### config.mk
export PLATFORM = sky130hd
export DESIGN_NAME = lcd_frame_streamer
export DESIGN_NICKNAME = d
export VERILOG_FILES = /design/src/rtl/lcd_pkg.sv /design/src/rtl/lcd_blink_timer.sv /design/src/rtl/lcd_frame_streamer.sv
export SDC_FILE = /design/constraint.sdc
export NUM_CORES = 1
export LEC_CHECK = 0
export ABC_CLOCK_PERIOD_IN_PS = 6000
export CAP_MARGIN = 20
export CORE_MARGIN = 2
export CORE_UTILIZATION = 45
export DETAILED_ROUTE_END_ITERATION = 6
export HOLD_SLACK_MARGIN = 0.06
export PLACE_DENSITY = 0.68
export SYNTH_ARGS = -nofsm -noshare
export SYNTH_HDL_FRONTEND = slang
export SYNTH_SLANG_ARGS = --single-unit
### constraint.sdc
create_clock -name clk -period 6 [get_ports clk]
set_input_delay 1.5 -clock clk [delete_from_list [all_inputs] [get_ports clk]]
set_output_delay 1.5 -clock clk [all_outputs]
set_load 0.005 [all_outputs]
### src/rtl/lcd_pkg.sv
// Shared constants, FSM encoding and character helpers for the LCD screen composers.
package lcd_pkg;

    localparam logic [7:0] ASCII_SPACE = 8'h20;
    localparam logic [7:0] ASCII_ZERO  = 8'h30;
    localparam logic [7:0] ASCII_A     = 8'h41;

    typedef enum logic [1:0] {
        ST_IDLE   = 2'd0,
        ST_STREAM = 2'd1,
        ST_DONE   = 2'd2
    } stream_state_t;

    // Decimal digits always render; 10..15 render as hex letters only when enabled.
    function automatic logic [7:0] nibble_to_ascii(input logic [3:0] nibble, input logic hex_mode);
        logic [7:0] ch;
        if (nibble < 4'd10) begin
            ch = ASCII_ZERO + {4'd0, nibble};
        end else if (hex_mode) begin
            ch = ASCII_A + {4'd0, nibble} - 8'd10;
        end else begin
            ch = ASCII_SPACE;
        end
        return ch;
    endfunction

endpackage

### src/rtl/lcd_blink_timer.sv
// Free-running blink phase generator shared by the LCD screens.
module lcd_blink_timer
    import lcd_pkg::*;
#(
    parameter int BLINK_HALF_CYCLES = 50_000_000
) (
    input  logic clk,
    input  logic reset,
    output logic phase,
    output logic blink_tick
);

    localparam int CNT_W = (BLINK_HALF_CYCLES > 1) ? $clog2(BLINK_HALF_CYCLES) : 1;
    localparam logic [CNT_W-1:0] LAST_COUNT = CNT_W'(BLINK_HALF_CYCLES - 1);

    logic [CNT_W-1:0] count;

    assign blink_tick = (count == LAST_COUNT);

    // The phase flips on the same edge that wraps the counter.
    always_ff @(posedge clk) begin
        if (reset) begin
            count <= '0;
            phase <= 1'b0;
        end else if (blink_tick) begin
            count <= '0;
            phase <= ~phase;
        end else begin
            count <= count + 1'b1;
        end
    end

endmodule

### src/rtl/lcd_frame_streamer.sv
// Composes a two-line title/digit frame from a coherent snapshot and streams it
// one character per handshake, refreshing only when something visible changes.
module lcd_frame_streamer
    import lcd_pkg::*;
#(
    parameter int N_DIGITS          = 6,
    parameter int LINE_CHARS        = 16,
    parameter int TITLE_CHARS       = 10,
    parameter int TITLE_COL         = 3,
    parameter int DIGIT_COL         = 3,
    parameter int BLINK_HALF_CYCLES = 50_000_000,
    parameter int HEX_MODE          = 0
) (
    input  logic                            clk,
    input  logic                            reset,
    input  logic [4*N_DIGITS-1:0]           digits,
    input  logic [N_DIGITS-1:0]             blink_mask,
    input  logic [N_DIGITS-2:0]             sep_after,
    input  logic [7:0]                      sep_char,
    input  logic [8*TITLE_CHARS-1:0]        title,
    input  logic                            force_refresh,
    input  logic                            char_ready,
    output logic                            char_valid,
    output logic [7:0]                      char_data,
    output logic                            char_row,
    output logic [$clog2(LINE_CHARS)-1:0]   char_col,
    output logic                            frame_start,
    output logic                            frame_done,
    output logic                            busy
);

    localparam int COL_W    = $clog2(LINE_CHARS);
    localparam int OFF_SEPC = 8 * TITLE_CHARS;
    localparam int OFF_SEP  = OFF_SEPC + 8;
    localparam int OFF_MASK = OFF_SEP + N_DIGITS - 1;
    localparam int OFF_DIG  = OFF_MASK + N_DIGITS;
    localparam int SNAP_W   = OFF_DIG + 4 * N_DIGITS;
    localparam logic [COL_W-1:0] LAST_COL = COL_W'(LINE_CHARS - 1);

    stream_state_t state;
    stream_state_t next_state;

    logic                      phase;
    logic                      blink_tick;
    logic                      init_pending;
    logic                      pending;
    logic                      start_q;
    logic [SNAP_W-1:0]         live_snap;
    logic [SNAP_W-1:0]         snap;
    logic                      snap_phase;
    logic                      row_q;
    logic [COL_W-1:0]          col_q;
    logic                      trigger;
    logic                      start_frame;
    logic                      accept;
    logic                      last_char;
    logic [7:0]                line1_char;
    logic [7:0]                line2_char;
    logic [7:0]                render_char;

    logic [8*TITLE_CHARS-1:0]  snap_title;
    logic [7:0]                snap_sep_char;
    logic [N_DIGITS-2:0]       snap_sep;
    logic [N_DIGITS-1:0]       snap_mask;
    logic [4*N_DIGITS-1:0]     snap_digits;
    logic [N_DIGITS-1:0]       sep_ext;

    lcd_blink_timer #(
        .BLINK_HALF_CYCLES(BLINK_HALF_CYCLES)
    ) u_blink_timer (
        .clk       (clk),
        .reset     (reset),
        .phase     (phase),
        .blink_tick(blink_tick)
    );

    // The snapshot doubles as the "last sent" copy used for change detection.
    assign live_snap     = {digits, blink_mask, sep_after, sep_char, title};
    assign snap_title    = snap[OFF_SEPC-1:0];
    assign snap_sep_char = snap[OFF_SEPC +: 8];
    assign snap_sep      = snap[OFF_SEP +: N_DIGITS-1];
    assign snap_mask     = snap[OFF_MASK +: N_DIGITS];
    assign snap_digits   = snap[OFF_DIG +: 4*N_DIGITS];
    assign sep_ext       = {1'b0, snap_sep};

    assign trigger     = init_pending | force_refresh | (blink_tick & (|blink_mask))
                       | (live_snap != snap);
    assign start_frame = (state == ST_IDLE) & (trigger | pending);
    assign accept      = (state == ST_STREAM) & char_ready;
    assign last_char   = row_q & (col_q == LAST_COL);

    always_ff @(posedge clk) begin
        if (reset) begin
            state <= ST_IDLE;
        end else begin
            state <= next_state;
        end
    end

    always_comb begin
        next_state = state;
        case (state)
            ST_IDLE:   if (start_frame) next_state = ST_STREAM;
            ST_STREAM: if (accept && last_char) next_state = ST_DONE;
            ST_DONE:   next_state = ST_IDLE;
            default:   next_state = ST_IDLE;
        endcase
    end

    always_comb begin
        char_valid  = (state == ST_STREAM);
        busy        = (state == ST_STREAM) || (state == ST_DONE);
        frame_done  = (state == ST_DONE);
        frame_start = start_q;
        char_row    = row_q;
        char_col    = col_q;
        char_data   = (state == ST_STREAM) ? render_char : ASCII_SPACE;
    end

    // Capture the phase that will be in effect after this edge so a blink-tick
    // refresh shows the new phase rather than the one just ending.
    always_ff @(posedge clk) begin
        if (reset) begin
            init_pending <= 1'b1;
            pending      <= 1'b0;
            start_q      <= 1'b0;
            snap         <= '0;
            snap_phase   <= 1'b0;
            row_q        <= 1'b0;
            col_q        <= '0;
        end else begin
            start_q <= start_frame;
            if (start_frame) begin
                snap         <= live_snap;
                snap_phase   <= phase ^ blink_tick;
                init_pending <= 1'b0;
                pending      <= 1'b0;
                row_q        <= 1'b0;
                col_q        <= '0;
            end else if ((state != ST_IDLE) && trigger) begin
                pending <= 1'b1;
            end
            if (accept) begin
                if (col_q == LAST_COL) begin
                    col_q <= '0;
                    row_q <= ~row_q;
                end else begin
                    col_q <= col_q + 1'b1;
                end
            end
        end
    end

    // Walk the line-2 element sequence and pick whichever element lands on the
    // current column; anything placed past the last column simply never matches.
    always_comb begin
        int         col_i;
        int         pos;
        logic [3:0] nib;
        col_i      = int'(col_q);
        nib        = 4'd0;
        line1_char = ASCII_SPACE;
        for (int k = 0; k < TITLE_CHARS; k++) begin
            if (col_i == TITLE_COL + k) begin
                line1_char = snap_title[8*(TITLE_CHARS-1-k) +: 8];
            end
        end
        line2_char = ASCII_SPACE;
        pos        = DIGIT_COL;
        for (int i = 0; i < N_DIGITS; i++) begin
            nib = snap_digits[4*(N_DIGITS-1-i) +: 4];
            if (pos == col_i) begin
                line2_char = (snap_phase && snap_mask[N_DIGITS-1-i]) ? ASCII_SPACE
                           : nibble_to_ascii(nib, HEX_MODE != 0);
            end
            pos = pos + 1;
            if (sep_ext[i]) begin
                if (pos == col_i) begin
                    line2_char = snap_sep_char;
                end
                pos = pos + 1;
            end
        end
        render_char = row_q ? line2_char : line1_char;
    end

endmodule

After elaboration in Yosys (flattened, before gate mapping)
Cells that the tools add are included.
Operators by class
  shifts and indexed selects: 0
  div/mod/pow operators: 0
  equal/unequal tests: 28
  reduce and logical (&&, ||, !) cells: 16
  mux-type cells: 54
  $lt $le $gt $ge: 6
  multipliers: 0
  bitwise logic cells: 11
  add/subtract/negate cells: 16
Operators by type and width (count)
  32-bit by 5-bit equality test with 1-bit output: 9
  8-bit two-way mux: 34
  32-bit by 2-bit adder with 32-bit output (second input constant): 8
  32-bit two-way mux: 4
  123-bit != test: 1
  6-bit by 4-bit adder with 7-bit output (first input constant): 6
  7-bit two-way mux: 6
  4-bit equality test (second input constant): 9
  26-bit by 1-bit adder with 26-bit output (second input constant): 1
  26-bit equality test (second input constant): 1
  4-bit < comparator (second input constant): 6
  4-bit two-way mux: 3
  4-bit by 3-bit equality test with 1-bit output (second input constant): 2
  1-bit logical AND: 8
  6-bit OR reduction: 1
  4-bit by 1-bit adder with 4-bit output (second input constant): 1
  1-bit bitwise AND: 4
  3-bit by 4-bit equality test with 1-bit output (first input constant): 1
  4-bit equality test (first input constant): 1
  1-bit two-way mux: 4
  2-bit two-way mux: 2
  1-bit bitwise OR: 4
  2-bit one-hot mux with 2 select lines: 1
  2-bit nonzero test: 2
  other kinds (10): 12
Storage, ports and cells
  RAM bits: 0
  memories: 0
  logic and storage cells: 141
  register bits after elaboration: 161
  latch bits: 0
  memory bits (read-only): 0

Depth between registers and ports, before layout
Gate-level depths: netlist of run 1.
  depth in word-level cells: 21
  mapped depth: 17
  gate-level depth less buffers: 15

Modules after synthesis
From an unflattened synthesis of run 1, not the netlist that was laid out.
Second synthesis, totals
  cells, all modules: 1152
  area total of the unflattened synthesis: 10063.4 sq um
Modules (own cells, without submodules)
  lcd_frame_streamer: sequential area each 2682.6 sq um, cells an instance 1009, area an instance 8821.0 sq um, instances 1
  lcd_blink_timer: sequential area each 540.5 sq um, cells an instance 143, area an instance 1242.4 sq um, instances 1

Worst setup path before layout of run 1
No wires, ideal clock.
  path type: reg-to-output
  start: reg snap[88]
  end: out char_data[4]
  arrival time: 3773 ps
  stages on the path, launching flop included: 15
  data required time: 4500 ps
  setup slack: 727 ps
  cell sequence: dfxtp_1 -> clkbuf_1 -> inv_1 -> fa_1 -> inv_1 -> ha_1 -> or2_2 -> a211oi_1 -> nor3_1 -> o211a_1 -> and2_1 -> clkbuf_1 -> or3_1 -> a221o_1 -> a211oi_2
Between the ends
  cells in the longest elaborated chain, start to end: 17
Ends and longest elaborated chain
  from (decl): RTL line lcd_frame_streamer.sv:49  | logic [SNAP_W-1:0] snap;
  from (signal assigned): RTL line lcd_frame_streamer.sv:134  | snap <= live_snap;
  1-bit two-way mux: RTL line lcd_frame_streamer.sv:177  | if (sep_ext[i]) begin
  32-bit by 2-bit adder with 32-bit output / 32-bit by 5-bit equality test with 1-bit output (equally long branches): RTL line lcd_frame_streamer.sv:176, lcd_frame_streamer.sv:172
  32-bit by 2-bit adder with 32-bit output, or another cell as far along: RTL line lcd_frame_streamer.sv:181  | pos = pos + 1;
  32-bit two-way mux / 8-bit two-way mux (equally long branches): RTL line lcd_frame_streamer.sv:177, lcd_frame_streamer.sv:178
  32-bit by 2-bit adder with 32-bit output, or another cell as far along: RTL line lcd_frame_streamer.sv:176  | pos = pos + 1;
  32-bit by 2-bit adder with 32-bit output, or another cell as far along: RTL line lcd_frame_streamer.sv:181
  32-bit two-way mux / 8-bit two-way mux (equally long branches): RTL line lcd_frame_streamer.sv:177, lcd_frame_streamer.sv:178
  32-bit by 2-bit adder with 32-bit output, or another cell as far along: RTL line lcd_frame_streamer.sv:176
  32-bit by 2-bit adder with 32-bit output, or another cell as far along: RTL line lcd_frame_streamer.sv:181
  32-bit two-way mux / 8-bit two-way mux (equally long branches): RTL line lcd_frame_streamer.sv:177, lcd_frame_streamer.sv:178
  32-bit by 2-bit adder with 32-bit output, or another cell as far along: RTL line lcd_frame_streamer.sv:176
  32-bit by 2-bit adder with 32-bit output, or another cell as far along: RTL line lcd_frame_streamer.sv:181
  32-bit two-way mux / 8-bit two-way mux (equally long branches): RTL line lcd_frame_streamer.sv:177, lcd_frame_streamer.sv:178
  32-bit by 5-bit equality test with 1-bit output / 8-bit two-way mux (equally long branches): RTL line lcd_frame_streamer.sv:172, lcd_frame_streamer.sv:177
  8-bit two-way mux (*): RTL line lcd_frame_streamer.sv:172  | if (pos == col_i) begin
  8-bit two-way mux (*): RTL line lcd_frame_streamer.sv:184  | render_char = row_q ? line2_char : line1_char;
  8-bit two-way mux (*): RTL line lcd_frame_streamer.sv:117  | char_data = (state == ST_STREAM) ? render_char : ASCII_SPACE;
  to (decl): RTL line lcd_frame_streamer.sv:24  | output logic [7:0] char_data,
Every way passes the cells marked *; elsewhere a longest branch is shown, timed or not.

Worst setup path after layout of run 1
  start: reg snap[90]
  end: out char_data[2]
Between the ends
  cells in the longest elaborated chain, start to end: 11
Ends and longest elaborated chain (RTL line)
  32-bit two-way mux: lcd_frame_streamer.sv:177
  32-bit by 2-bit adder with 32-bit output / 32-bit by 5-bit equality test with 1-bit output (equally long branches): lcd_frame_streamer.sv:176, lcd_frame_streamer.sv:172
  32-bit by 2-bit adder with 32-bit output, or another cell as far along: lcd_frame_streamer.sv:181
  32-bit two-way mux / 8-bit two-way mux (equally long branches): lcd_frame_streamer.sv:177, lcd_frame_streamer.sv:178
  32-bit by 2-bit adder with 32-bit output, or another cell as far along: lcd_frame_streamer.sv:176
  32-bit by 2-bit adder with 32-bit output, or another cell as far along: lcd_frame_streamer.sv:181
  32-bit two-way mux / 8-bit two-way mux (equally long branches): lcd_frame_streamer.sv:177, lcd_frame_streamer.sv:178
  32-bit by 5-bit equality test with 1-bit output / 8-bit two-way mux (equally long branches): lcd_frame_streamer.sv:172, lcd_frame_streamer.sv:177
  8-bit two-way mux (*): lcd_frame_streamer.sv:172
  8-bit two-way mux (*): lcd_frame_streamer.sv:184
  8-bit two-way mux (*): lcd_frame_streamer.sv:117
Marks and branches as above.

==> results of run 1 <==
==> path summary, 6_finish.rpt <==
path                                      from                                end  slack [ns]  cells after the start
max                      snap[90]$_SDFFE_PP0P_                       char_data[2]        0.10                     16
min          u_blink_timer.count[0]$_SDFF_PP0_  u_blink_timer.count[0]$_SDFF_PP0_        0.46                      1
min reg2reg  u_blink_timer.count[0]$_SDFF_PP0_  u_blink_timer.count[0]$_SDFF_PP0_        0.46                      1
max reg2reg              snap[91]$_SDFFE_PP0P_              snap[33]$_SDFFE_PP0P_        2.23                      9
==> cell usage in the layout (no fill, tap or decap), drive strengths merged, types with 7 or more instances in the layout <==
master / count
clkbuf: 18
nor3: 18
nand4: 19
a31oi: 13
dfxtp: 161
nor4: 30
xnor2: 37
a211oi: 8
a21oi: 48
nor2b: 18
nand3: 26
nand2b: 11
and3: 11
xor2: 115
buf: 30
a22oi: 8
clkdlybuf4s50: 135
inv: 39
nand2: 55
ha: 17
nor2: 186
mux2i: 124
o21ai: 31
a221oi: 7
==> sequential cells by signal (all words and copies together) (netlist names), 2 cells and up <==
name and count:
u_blink_timer.count 26, snap 123, char_col 4, state 2
==> final cells by class <==
class | instances | area, sq um | share of cell area
timing repair buffer | 172 | 1700 | 0.138
inverter | 29 | 109 | 0.00883
tap | 275 | 344 | 0.0279
sequential | 161 | 3230 | 0.262
multi-input combinational | 899 | 6330 | 0.513
clock inverter | 14 | 185 | 0.0150
clock buffer | 18 | 429 | 0.0348
==> metal layers <==
metal | vias up | wire length, microns
met5 | - | 0
met4 | 0 | 1080
met3 | 53 | 2210
met2 | 340 | 14300
met1 | 4293 | 14400
li1 | 4326 | -
==> repair_timing <==
item,CTS,global route
gates resized for setup,19,27
pin swaps,3,11
cloned,0,0
setup buffers,2,7
endpoints found under the setup margin,8,7
==> cell families after synthesis <==
| kind of cell | after synthesis | synth area share |
|---|---|---|
| DFF | 161 | 0.329 |
| muxes | 126 | 0.129 |
| buffers and inverters | 94 | 0.0419 |
| xor gates and xnor gates | 153 | 0.138 |
| adders and majority gates | 18 | 0.0238 |
| and+or+nand+nor | 419 | 0.208 |
| AOI/OAI and AO/OA | 183 | 0.130 |
==> stage by stage <==
stage / setup TNS, ns / hold WS, ns / std cells / util / worst slack (ns)
2_1_floorplan: 0 / 0.427 / 1154 / - / 0.727
6_report: 0 / 0.465 / 1568 / 0.583 / 0.102
5_1_grt: -0.0151 / 0.501 / 1568 / 0.583 / -0.0151
3_3_place_gp: 0 / 0.435 / 1527 / 0.541 / 0.240
3_5_place_dp: 0 / 0.452 / 1527 / 0.541 / 0.168
4_1_cts: 0 / 0.470 / 1561 / 0.574 / 0.0254
==> worst max-delay path: stages (launching register included) <==
cell and delay, ns:
sky130_fd_sc_hd__dfxtp_4 0.38, sky130_fd_sc_hd__inv_1 0.07, sky130_fd_sc_hd__fa_2 0.60, sky130_fd_sc_hd__buf_4 0.13, sky130_fd_sc_hd__ha_4 0.21, sky130_fd_sc_hd__mux2i_4 0.19
sky130_fd_sc_hd__ha_4 0.18, sky130_fd_sc_hd__nand3_2 0.11, sky130_fd_sc_hd__or3_4 0.45, sky130_fd_sc_hd__a21oi_4 0.14, sky130_fd_sc_hd__a221oi_4 0.07, sky130_fd_sc_hd__o2111a_1 0.26
sky130_fd_sc_hd__o31a_1 0.17, sky130_fd_sc_hd__buf_4 0.17, sky130_fd_sc_hd__a31oi_2 0.15, sky130_fd_sc_hd__a211o_1 0.16, sky130_fd_sc_hd__clkdlybuf4s50_1 0.50
==> power groups by stage <==
stage | Sequential, mW | Combinational, mW | Clock (mW)
detailed placement | 1.25 | 0.765 | 0
finish | 1.23 | 0.856 | 1.15
CTS | 1.23 | 0.802 | 1.17
floorplan | 1.23 | 0.520 | 0
global placement | 1.25 | 0.761 | 0
global route | 1.24 | 0.918 | 1.20
==> run summary, run 1 <==
run status - complete, no violations
share of flip-flops with an asynchronous set or reset after synthesis - 0
startpoint kind of the worst setup timing path - flip-flop
most common cell in the netlist - sky130_fd_sc_hd__nor2_1
worst min path class - reg -> reg
Clock Sink Count - 161
number of warning messages in the yosys log - 0
most common flop cell mapped by yosys - sky130_fd_sc_hd__dfxtp_1
Reg clk slew, reported paths - 0.07 ns
leftover overflow at the end of global routing - 0
largest clock skew in the final design - 0.0132 ns
Post-DP Area - 11500 sq um
worst-margin pin slew - 0.960 ns
antenna violations before repair - 0
met3 usage - 0.0503
Longest Clk Path Bufs - 2
filler cell count in the final layout - 1878
worst-path fanout max - 8
final count of negative-setup-slack endpoints - 0
DRC violations left - 0
Pre-antenna DRT Iters - 5
hold-fix buffer count after cts - 0
top post-synthesis cells by area - sky130_fd_sc_hd__dfxtp_1, sky130_fd_sc_hd__mux2i_1, sky130_fd_sc_hd__xor2_1, sky130_fd_sc_hd__nor2_1, sky130_fd_sc_hd__xnor2_1
overall power - 3.24 mW
M1 GR Usage - 0.372
count of state elements after synthesis - 161
wire length per cell after detailed routing - 20.3 microns
area share of the leading cell type in the synthesized netlist - 0.329
die outline height - 151 microns
crit path time final - 5.90 ns
met2 layer usage reported by global route - 0.437
share of total power in combinational logic - 0.264
element type at the critical path end - output port
dpl hpwl - 24100 microns
routed wire length - 31900 microns
final design instance area without fill - 12300 sq um
via count of the first global-routing pass - 8458
Die W - 151 microns
root buf cell - sky130_fd_sc_hd__clkbuf_16
Fmax - 0.170 GHz
count of boundary I/O pins - 144
clock network power share - 0.356
switching power total - 1.05 mW
fraction of layout instances using a drive strength above 1 - 0.0797
CTS tree - yes
ratio of final minimum period to clock period - 0.983
starting utilization of the core area - 0.463
busiest metal layer after global routing - met2
average via count per standard cell - 5.75
largest voltage drop on the vdd net - 0.209 mV
row cnt - 53
number of nets in the layout - 1425
synthesized netlist cell count - 1154
syn avg cell area - 8.48 sq um
arrival time at the worst endpoint - 4.40 ns
sequential element share of the synthesized area - 0.329
number of max-capacitance violations reported - 0
maximum number of pins on one net before global-route repair - 88
count of final hold-check violations - 0
global routing usage summed across all routing layers - 0.275
switching part of the total - 0.322
Setup CP Type - reg -> out
most common library cells after synthesis - sky130_fd_sc_hd__nor2_1, sky130_fd_sc_hd__dfxtp_1, sky130_fd_sc_hd__mux2i_1
clock latency at the later pin of the worst-skew pair - 0.44 ns
global placement routability congestion - 0.922
cell taking the most area after synthesis - sky130_fd_sc_hd__dfxtp_1
leakage - 4.87 nW
Power Internal - 2.20 mW
floorplan die area - 22900 sq um
power density relative to cell area - 263 nW/um^2
Req. time, crit path - 4.50 ns
DRT iter0 DRCs - 800
CORE AREA - 21200 sq um
area of the mapped netlist - 9790 sq um
PortBufs - 143
Max transition margin - 0.360
Num CTS Buffers - 17
# diodes - 0
sequential group share of total power - 0.380
routed vias - 9012
count of cell types in the netlist - 74
post-synthesis to final-layout area growth - 26.0%
number of nets with antenna violations after routing - 0
Syn Nets - 1299
Max H-tree Level - 4
number of max-slew violations in the final report - 0
count of flip-flops with a built-in enable after synthesis - 0
wire length of the first global-routing pass - 47400 microns
No activity file was read; power rests on OpenSTA's default activity.
==> run 2: changes to the inputs <==
--- a/config.mk
+++ b/config.mk
@@ -8,10 +8,10 @@
 export ABC_CLOCK_PERIOD_IN_PS = 6000
 export CAP_MARGIN = 20
 export CORE_MARGIN = 2
-export CORE_UTILIZATION = 45
+export CORE_UTILIZATION = 55
 export DETAILED_ROUTE_END_ITERATION = 6
 export HOLD_SLACK_MARGIN = 0.06
-export PLACE_DENSITY = 0.68
+export PLACE_DENSITY = 0.81
 export SYNTH_ARGS = -nofsm -noshare
 export SYNTH_HDL_FRONTEND = slang
 export SYNTH_SLANG_ARGS = --single-unit
==> constraint.sdc (replaced) <==
create_clock -name clk -period 6 [get_ports clk]
set_input_delay 1.5 -clock clk [delete_from_list [all_inputs] [get_ports clk]]
set_output_delay 1.5 -clock clk [all_outputs]
set_load 0.01 [all_outputs]
==> run 2 against run 1 <==
Sequential share of layout area up 0.36 points. Via count up 2.5%. Clock-buffer cell count up 1. Routed wire length down 2.1%. Critical path depth down 2. Combinational power down 3.2%. Clock power about the same. Cell count down 3.4%. Largest power group unchanged.
==> run summary, run 2 (synthesis results as in run 1) <==
hold worst-path end - init_pending$_SDFFE_PP1P_
most common cell after layout, fill and taps aside - sky130_fd_sc_hd__nor2_1
wire length of the first global-routing pass - 47600 microns (+0.36%)
routed vias - 9240 (+2.5%)
antenna violations before repair - 0 (unchanged)
number of max-slew violations in the final report - 0 (unchanged)
count of final hold-check violations - 0 (unchanged)
cell seen most often among critical-path stages - sky130_fd_sc_hd__buf_4
Longest Clk Path Bufs - 2 (unchanged)
CORE AREA - 17400 sq um (-18%)
final design instance area without fill - 12100 sq um (-1.5%)
wire length per cell after detailed routing - 20.6 microns (+1.4%)
PortBufs - 143 (unchanged)
startpoint kind of the worst setup timing path - flip-flop
final count of negative-setup-slack endpoints - 0 (unchanged)
Fmax - 0.172 GHz (+1.3%)
via count of the first global-routing pass - 8655 (+2.3%)
hold-fix buffer count after cts - 0 (unchanged)
largest voltage drop on the vdd net - 0.214 mV (+2.3%)
leftover overflow at the end of global routing - 0 (unchanged)
Reg2Reg Capture Point - snap[12]$_SDFFE_PP0P_
# diodes - 0 (unchanged)
power density relative to cell area - 262 nW/um^2 (-0.37%)
global routing usage summed across all routing layers - 0.334 (+0.0593)
crit path cell chain - inv_2 -> fa_2 -> buf_4 -> ha_1 -> and2_2 -> a221o_1 -> and3_1 -> o311ai_2 -> nor3_1 -> o31a_1 -> buf_4 -> a31oi_2 -> a211o_1 -> clkdlybuf4s50_1
average via count per standard cell - 6.10 (+6.1%)
number of nets with antenna violations after routing - 0 (unchanged)
Power Internal - 2.17 mW (-0.98%)
leakage - 4.79 nW (-1.8%)
filler cell count in the final layout - 1386 (-26%)
switching power total - 1.01 mW (-3.6%)
row cnt - 48 (-9.4%)
root buf cell - sky130_fd_sc_hd__clkbuf_16
CTS tree - yes
count of boundary I/O pins - 144 (unchanged)
routed wire length - 31200 microns (-2.1%)
fraction of layout instances using a drive strength above 1 - 0.0705 (-0.00912)
dpl hpwl - 23400 microns (-2.8%)
post-synthesis to final-layout area growth - 24.1%
Die W - 137 microns (-9.3%)
Pre-antenna DRT Iters - 6 (+1)
Min-Delay Startpoint - init_pending$_SDFFE_PP1P_
max incr delay on CP - 0.53 ns (-0.07 ns)
global placement routability congestion - 0.976 (+5.8%)
switching part of the total - 0.317 (-0.00573)
sequential group share of total power - 0.388 (+0.008)
ratio of final minimum period to clock period - 0.971 (-0.0124)
register containing the most flip-flops in the final layout - snap
Worst Hold Path Cells - 1 (unchanged)
Max stage delay cell, worst path - sky130_fd_sc_hd__clkdlybuf4s50_1
r2r startpoint - snap[91]$_SDFFE_PP0P_
element type at the critical path end - output port
internal reg-to-reg setup slack - 2.38 ns (+0.15 ns)
clock latency at the later pin of the worst-skew pair - 0.44 ns (about the same)
worst hold-check slack - 0.461 ns (-0.00411 ns)
top library cells by usage in the layout, fill and taps aside - sky130_fd_sc_hd__nor2_1, sky130_fd_sc_hd__dfxtp_1, sky130_fd_sc_hd__clkdlybuf4s50_1, sky130_fd_sc_hd__mux2i_1, sky130_fd_sc_hd__xor2_1
Req. time, crit path - 4.50 ns (about the same)
worst-path fanout max - 6 (-2)
arrival time at the worst endpoint - 4.32 ns (-0.08 ns)
clock network power share - 0.352 (-0.004)
Max H-tree Level - 4 (unchanged)
maximum number of pins on one net before global-route repair - 72 (-18%)
floorplan die area - 18900 sq um (-18%)
crit path time final - 5.82 ns (-0.0744 ns)
die outline height - 137 microns (-9.3%)
DRC violations left - 0 (unchanged)
Max transition margin - 0.479 (+0.119)
starting utilization of the core area - 0.564 (+0.101)
number of flip-flops in the largest register - 123 (unchanged)
Num CTS Buffers - 17 (unchanged)
largest clock skew in the final design - 0.00717 ns (-0.00604 ns)
Setup CP Type - reg -> out
worst min path class - reg -> reg
share of total power in combinational logic - 0.260 (-0.004)
Clock Sink Count - 161 (unchanged)
worst-margin pin slew - 0.774 ns (-0.186 ns)
number of nets in the layout - 1423 (-0.14%)
run status - complete, no violations
Register-to-Register Path Depth - 9 (unchanged)
Post-DP Area - 11400 sq um (-0.35%)
DRT iter0 DRCs - 1034 (+29%)
Reg clk slew, reported paths - 0.07 ns (about the same)
number of max-capacitance violations reported - 0 (unchanged)
Layout Utilization - 0.700 (+0.117)
-- run 2: cell types whose count changed in the layout (fill, tap and decap cells not counted), sizes merged --
cell,previous run,this run
inv,39,34
dlygate4sd2,1,5
buf,30,28
clkinvlp,0,3
clkbuf,18,19
dlymetal6s2s,6,2
-- run 2: worst max-delay path: cells and delay by family (launching register included) --
family,cells,cell delay (ns)
buf+inv,4,0.97
simple gates,3,0.57
fa+ha+maj,2,0.73
flops,1,0.37
compound gates,5,1.22
-- run 2: power groups by stage --
stage	clock (mW)	sequential, mW	combinational, mW
floorplan	0	1.23	0.521
global placement	0	1.25	0.757
detailed placement	0	1.25	0.763
CTS	1.12	1.23	0.791
global route	1.17	1.24	0.889
finish	1.12	1.23	0.829
-- run 2: worst max path at each step --
stage	startpoint	to
final	snap[89]$_SDFFE_PP0P_	char_data[2]
after CTS	snap[89]$_SDFFE_PP0P_	char_data[3]
after global routing	snap[88]$_SDFFE_PP0P_	char_data[2]
after detailed placement	snap[89]$_SDFFE_PP0P_	char_data[4]
after global placement	snap[89]$_SDFFE_PP0P_	char_data[4]
after floorplan	snap[88]$_SDFFE_PP0P_	char_data[4]
-- run 2: cell type report --
cell class	count	area, sq um	share of cell area
Clock inverter	12	151	0.0125
Multi-Input combinational cell	899	6270	0.516
Sequential cell	161	3230	0.266
Clock buffer	19	443	0.0365
Tap cell	225	282	0.0232
Timing Repair Buffer	170	1670	0.137
Inverter	29	109	0.00896
-- run 2: what timing repair did --
| action | 4_1_cts | 5_1_grt |
|---|---|---|
| gates cloned | 0 | 0 |
| pin swaps | 1 | 4 |
| setup buffers | 2 | 2 |
| resized for setup | 16 | 17 |
| setup endpoints to repair | 8 | 7 |
-- run 2: stage by stage --
| step | worst slack, ns | instances | TNS (ns) | total power [mW] |
|---|---|---|---|---|
| 2_1_floorplan | 0.668 | 1154 | 0 | 1.75 |
| 3_3_place_gp | 0.264 | 1480 | 0 | 2.01 |
| 3_5_place_dp | 0.172 | 1480 | 0 | 2.02 |
| 4_1_cts | 0.00686 | 1513 | 0 | 3.14 |
| 5_1_grt | -0.00451 | 1515 | -0.00451 | 3.30 |
| 6_report | 0.177 | 1515 | 0 | 3.18 |
-- run 2: layer usage --
layer | track usage | part of all wire
met5 | 0 | 0
met3 | 0.0662 | 0.087
met2 | 0.533 | 0.46
met1 | 0.446 | 0.42
met4 | 0.129 | 0.036
